### src/rtl/cu_stepper.sv
// Control-unit step sequencer: four-phase steps, one-hot step vector, clk_e/clk_s strobes,
// free-run / halt-at-boundary / single-instruction / early-termination control.
module cu_stepper #(
    parameter  int NUM_STEPS = 6,
    localparam int SW        = $clog2(NUM_STEPS)
) (
    input  logic                 clk,
    input  logic                 reset_n,
    input  logic                 run,
    input  logic                 single,
    input  logic                 end_early,
    output logic [NUM_STEPS-1:0] step,
    output logic [SW-1:0]        step_idx,
    output logic [1:0]           phase,
    output logic                 clk_e,
    output logic                 clk_s,
    output logic                 busy,
    output logic                 instr_start,
    output logic                 instr_done
);

    typedef enum logic {IDLE, RUN} state_t;

    state_t        state_q, state_d;
    logic [SW-1:0] idx_q, idx_d;
    logic [1:0]    phase_q, phase_d;
    logic          single_q;
    logic          single_edge;
    logic          last_step;
    logic          term;

    // single_q resets high so a level held through reset release is not an edge.
    always_ff @(posedge clk or negedge reset_n) begin
        if (!reset_n) begin
            state_q  <= IDLE;
            idx_q    <= '0;
            phase_q  <= 2'd0;
            single_q <= 1'b1;
        end else begin
            state_q  <= state_d;
            idx_q    <= idx_d;
            phase_q  <= phase_d;
            single_q <= single;
        end
    end

    assign single_edge = single & ~single_q;
    assign last_step   = (idx_q == SW'(NUM_STEPS - 1));
    assign term        = (state_q == RUN) && (phase_q == 2'd3) && (last_step || end_early);

    always_comb begin
        state_d = state_q;
        idx_d   = idx_q;
        phase_d = phase_q;
        case (state_q)
            IDLE: begin
                if (run || single_edge) begin
                    state_d = RUN;
                    idx_d   = '0;
                    phase_d = 2'd0;
                end
            end
            RUN: begin
                if (phase_q != 2'd3) begin
                    phase_d = phase_q + 2'd1;
                end else if (term) begin
                    phase_d = 2'd0;
                    idx_d   = '0;
                    if (!run) state_d = IDLE;
                end else begin
                    phase_d = 2'd0;
                    idx_d   = idx_q + SW'(1);
                end
            end
            default: begin
                state_d = IDLE;
                idx_d   = '0;
                phase_d = 2'd0;
            end
        endcase
    end

    assign busy        = (state_q == RUN);
    assign step        = busy ? ({{(NUM_STEPS-1){1'b0}}, 1'b1} << idx_q) : '0;
    assign step_idx    = idx_q;
    assign phase       = phase_q;
    assign clk_e       = busy && (phase_q != 2'd3);
    assign clk_s       = busy && (phase_q == 2'd1);
    assign instr_start = busy && (idx_q == '0) && (phase_q == 2'd0);
    // end_early reaches instr_done in the same phase-3 cycle that terminates the step.
    assign instr_done  = term;

endmodule
### config.mk
export PLATFORM = sky130hd
export DESIGN_NAME = cu_stepper
export DESIGN_NICKNAME = d
export VERILOG_FILES = /design/src/rtl/cu_stepper.sv
export SDC_FILE = /design/constraint.sdc
export NUM_CORES = 1
export LEC_CHECK = 0
export BUFFER_PORTS_ARGS = -buffer_cell sky130_fd_sc_hd__buf_4
export CAP_MARGIN = 40
export CORE_AREA = 2 2 39 41
export CTS_CLUSTER_DIAMETER = 40
export DETAILED_ROUTE_END_ITERATION = 7
export DIE_AREA = 0 0 41 43
export PLACE_DENSITY_LB_ADDON = 0.25
export SYNTH_ARGS = -nofsm -noshare
export SYNTH_HDL_FRONTEND = slang
export SYNTH_SLANG_ARGS = --single-unit
### constraint.sdc
create_clock -name clk -period 3.4 [get_ports clk]
set_clock_uncertainty 0.15 [all_clocks]
set_input_delay 0.17 -clock clk [delete_from_list [all_inputs] [get_ports clk]]
set_output_delay 0.17 -clock clk [all_outputs]
set_load 0.005 [all_outputs]
Yosys cells after proc, flatten, opt, wreduce, memory -nomap -nowiden
Cells that the tools add are included.
- output and inout bits: 16
- flip-flop bits (word level): 7
- mux-type cells: 13
- equality and inequality tests: 6
- bitwise gates (word level): 3
- shift operators: 1
- add/subtract/negate cells: 2
- reduce and logical (&&, ||, !) cells: 11
- operators with widths (operator ; number):
    $mux 3 ; 3
    $logic_and 1x1->1 ; 6
    $mux 6 ; 1
    $ne 2x2->1 const B ; 3
    $pmux 3 s2 ; 1
    $shl 1x3->6 const A ; 1
    $mux 1 ; 4
    $mux 2 ; 2
    $pmux 2 s2 ; 1
    $add 3x1->3 const B ; 1
    $eq 3x3->1 const B ; 1
    $logic_not 3->1 ; 1
    $add 2x1->2 const B ; 1
    $eq 2x1->1 const B ; 1
    $eq 2x2->1 const B ; 1
    $logic_not 2->1 ; 1
    $logic_or 1x1->1 ; 2
    $not 1->1 ; 2
    $pmux 1 s2 ; 1
    $reduce_and 2->1 ; 1
    $and 1x1->1 ; 1

Logic depth before layout (Yosys ltp)
- depth after elaboration: 6
- gate-level depth with buffers: 5
- mapped depth without buffers: 5

Worst setup path before layout
No wires, ideal clock.
- path kind: flip-flop to flip-flop
- start point: register idx_q[1], in the netlist step_idx[1]
- end point: register idx_q[0], in the netlist step_idx[0]
- path slack: 1.976 ns
- cell stages (with the launch flop): 6
- arrival: 1.149 ns
- buffers on the path: 0
- path through: dfrtp_1 > inv_1 > ha_1 > a21oi_2 > and3_4 > mux2_4
- cells in the longest elaborated chain, start to end: 6
- RTL lines (item ; line ; source):
    from (decl) ; 25 ; logic [SW-1:0] idx_q, idx_d;
    from (signal assigned) ; 41 ; idx_q <= idx_d;
    $eq 3x3->1 ; 48 ; assign last_step = (idx_q == SW'(NUM_STEPS - 1));
    $logic_or 1x1->1 ; 49 ; assign term = (state_q == RUN) && (phase_q == 2'd3) && (last_step || end_early);
    $logic_and 1x1->1 ; 49 ;
    $mux 3 ; 66 ; end else if (term) begin
    $mux 3 ; 64 ; if (phase_q != 2'd3) begin
    $pmux 3 s2 ; 55 ; case (state_q)
Every way passes these cells. The select of a mux whose other input is x is not followed.
A chain may end at the register's enable or synchronous reset.

Final worst setup path
- start point: register idx_q[1], in the netlist step_idx[1]
- end point: output port instr_done
- cells in the longest elaborated chain, start to end: 3
- RTL lines (item ; line ; source):
    $eq 3x3->1 ; 48 ;
    $logic_or 1x1->1 ; 49 ;
    $logic_and 1x1->1 ; 49 ;
    to (decl) ; 19 ; output logic instr_done
Every way passes these cells.

==> results.txt <==
The run finished with clean final reports. The number of clock sinks came out at 7. The endpoint identified for the worst register-to-register timing path is step_idx[0]$_DFFE_PN0P_.

In this run the worst hold path is classified as in -> async. The post-CTS setup buffer count is 0. The critical-path cell with the highest stage delay is sky130_fd_sc_hd__dfrtp_1. The flip-flop and latch count after synthesis is 7. The portion of the post-synthesis area used by sequential elements came out at 0.341. The biggest fanout along the worst timing path is 5. The maximum clock insertion buffer count came out at 2. The netlist area before placement came out at 517 sq um.

The count of antenna diodes in the layout is 0. Setup repair after global routing left no endpoint under its margin. The global placement routability congestion is 0.714. The number of port buffers came out at 20. The final worst-path setup slack came out at 1.75 ns. After synthesis, the mean cell area works out to 10.5 sq um. For this configuration, the core starts out at a cell density of 0.373. The total overflow left after global routing is 0. The worst slack at placement came out at 1.88 ns. For the worst flop-to-flop path, the logic depth is 5. The leading cell type in the layout, fill and taps excluded is sky130_fd_sc_hd__buf_4. The wire length of the first global-routing pass is 1.45 mm. In this run the core area contains 14 standard-cell rows. The number of nets with antenna violations after routing came out at 0.

After routing, the total negative slack on setup checks comes to 0 ns. The number of antenna violations at the first check in global routing came out at 0. The x dimension of the die came out at 41 um. The iteration count of the initial detailed-routing pass came out at 4. The count of synthesis-stage warnings from yosys came out at 0.

In this run the number of H-tree levels came out at 1. The category of the worst setup path capture point is an output pin. Data arrives at the worst endpoint at 1.33 ns. Entering global routing, the biggest net connects 16 pins.

The half-perimeter wire length after placement came out at 786 um. Summed over all cells, the static leakage comes to 0.402 nW. The DRC marker count from the first detailed-route iteration is 3. The number of unique standard cell types used by synthesis is 21. STA classifies the critical path startpoint as a flop. The overall routed net length is 942 um. The total nets after synthesis is 62. The number of global-route vias before repair was 355. In this run the count of I/O pins placed on the die edge is 21. In the finished design, the share of the clock period the worst path needs comes to 0.485.

For the pin with the worst max-slew slack, the measured transition is 0.403 ns. The die is 43 um tall. Derived from the worst setup path, the maximum achievable clock frequency is 607 MHz. The top cell type's share of synthesized area came out at 0.291.

For the worst setup path, the data required time is 3.08 ns. The relative area change from synthesis to final layout came out at 42.9%. The final number of setup-violating endpoints came out at 0. The worst voltage drop across the vdd grid is 0.348 mV. The worst stage delay on the critical path came out at 0.41 ns.

At the end of the flow, the number of nets in the layout was 89. For this run, design rule violations remaining after detail routing come to 0. In the synthesized netlist, the number of instances is 49. The power per cell area came out at 760 mW/mm^2. The clock tree from TritonCTS is yes.

The area of the core came out at 0.00138 sq mm. The final design utilization is 0.533. The setup slack on the worst flop-to-flop path is 1.88 ns.

In this run, CTS created clock tree buffers numbering 3. The die covers 0.00176 sq mm. After clock tree synthesis, the clock-pin slew on the worst setup and hold paths is 0.05 ns. The normalized max-slew margin is 0.731. After detailed routing, the average wire length per cell comes to 10.4 um. CTS placed an instance of sky130_fd_sc_hd__clkbuf_4 at the clock tree root. The library cells used most frequently in the layout, excluding fill and tap cells, are sky130_fd_sc_hd__buf_4 (20), sky130_fd_sc_hd__ha_1 (8), sky130_fd_sc_hd__inv_1 (6), sky130_fd_sc_hd__dfrtp_1 (6), sky130_fd_sc_hd__and2_1 (5). The count of final hold-check violations is 0. The critical setup path kind is reg -> out. The final period demand of the worst path came out at 1.65 ns.

The share of layout cells above drive strength 1 is 0.413. The startpoint of the most critical register-to-register path is step_idx[1]$_DFFE_PN0P_. Dividing the detail-routed via count by the number of cells gives 4.48. The largest total area in the synthesized netlist belongs to sky130_fd_sc_hd__dfrtp_1. Across the run, the number of max-cap violations was 0. The final number of max-transition violations came out at 0.

Traced cell by cell, the critical path runs through inv_1 > ha_1 > a21oi_2 > nor2_1 > buf_4. The latest clock arrival within the worst-skew pair came out at 0.24 ns. For this run, the total global-route usage over all layers was measured as 0.126. For this block, the via count after detailed routing is 408.

In the post-synthesis netlist, the biggest area contributors are sky130_fd_sc_hd__dfrtp_1 (29%), sky130_fd_sc_hd__ha_1 (19%), sky130_fd_sc_hd__and2_1 (6.1%).
cells by family (layout without fill, tap and decap cells):
kind of cell | count (synthesis) | count (layout) | share of synthesized area
flops | 7 | 7 | 0.341
simple gates | 19 | 19 | 0.232
fa+ha+maj | 8 | 8 | 0.194
mux | 1 | 1 | 0.0290
buf+inv | 7 | 33 | 0.0533
compound gates | 7 | 7 | 0.150
cell usage after synthesis:
cell / count
sky130_fd_sc_hd__dfstp_2: 1
sky130_fd_sc_hd__dfrtp_1: 6
sky130_fd_sc_hd__o41ai_2: 1
sky130_fd_sc_hd__o41ai_1: 1
sky130_fd_sc_hd__and2b_2: 1
sky130_fd_sc_hd__and3_1: 3
sky130_fd_sc_hd__o21bai_4: 1
sky130_fd_sc_hd__a21oi_2: 1
sky130_fd_sc_hd__nand2_1: 3
sky130_fd_sc_hd__and2b_1: 1
sky130_fd_sc_hd__mux2_4: 1
sky130_fd_sc_hd__o21bai_1: 1
sky130_fd_sc_hd__nor2b_4: 1
sky130_fd_sc_hd__a22o_1: 2
sky130_fd_sc_hd__and3_4: 1
sky130_fd_sc_hd__and2_1: 5
sky130_fd_sc_hd__inv_1: 6
sky130_fd_sc_hd__or2_0: 1
sky130_fd_sc_hd__ha_1: 8
sky130_fd_sc_hd__buf_2: 1
sky130_fd_sc_hd__nor2_1: 3
flip-flops by register name, indices dropped and copies added, names as in the netlist:
signal / count
step_idx: 3
busy: 1
single_q: 1
phase: 2
final cells by class:
| type | instances | area (sq um) |
|---|---|---|
| inverters | 6 | 22.5 |
| well taps | 16 | 20.0 |
| fillers | 132 | 646 |
| repair buffers | 23 | 180 |
| flip-flops and latches | 7 | 176 |
| clock buffers | 4 | 26.3 |
| multi-input cells | 35 | 313 |
per-layer routing:
metal	track usage	vias up	routed length [um]
li1	-	217	-
met1	0.158	174	413
met2	0.184	15	463
met3	0.0157	2	58
met4	0.100	0	6
met5	0	-	0
what timing repair did:
item	4_1_cts	5_1_grt
gates resized for setup	0	0
hold endpoints to repair	10	0
hold buffers	3	0
worst max path at each step:
stage                                  startpoint                 endpoint  cells past startpoint
after floorplan           step_idx[1]$_DFFE_PN0P_  step_idx[0]$_DFFE_PN0P_                      5
after global placement    step_idx[1]$_DFFE_PN0P_  step_idx[0]$_DFFE_PN0P_                      5
after detailed placement  step_idx[1]$_DFFE_PN0P_  step_idx[0]$_DFFE_PN0P_                      5
after CTS                 step_idx[1]$_DFFE_PN0P_               instr_done                      5
after global routing         phase[0]$_DFFE_PN0P_               instr_done                      4
final                     step_idx[1]$_DFFE_PN0P_               instr_done                      5
critical path: cells and delay by family (launching register included):
kind	cells	cell delay [ns]
DFF	1	0.41
and+or+nand+nor	1	0.08
adders and majority gates	1	0.22
AOI/OAI and AO/OA	1	0.17
buffers and inverters	2	0.21
power by group:
| part | leakage (nW) | internal (mW) | switching, mW |
|---|---|---|---|
| sequential | 0.0838 | 0.113 | 0.0388 |
| clock | 0.0150 | 0.0444 | 0.0253 |
| combinational | 0.303 | 0.203 | 0.136 |
| total | 0.402 | 0.361 | 0.200 |
stage by stage:
stage               total power, mW  hold WS, ns  instances  instance area, sq um
floorplan                     0.339       -0.276         49                   517
global placement              0.488       -0.165         84                   682
detailed placement            0.494       -0.168         84                   682
CTS                           0.571        0.109         91                   738
global route                  0.617        0.127         91                   738
finish                        0.561        0.122         91                   738
No activity file was read; power rests on OpenSTA's default activity.
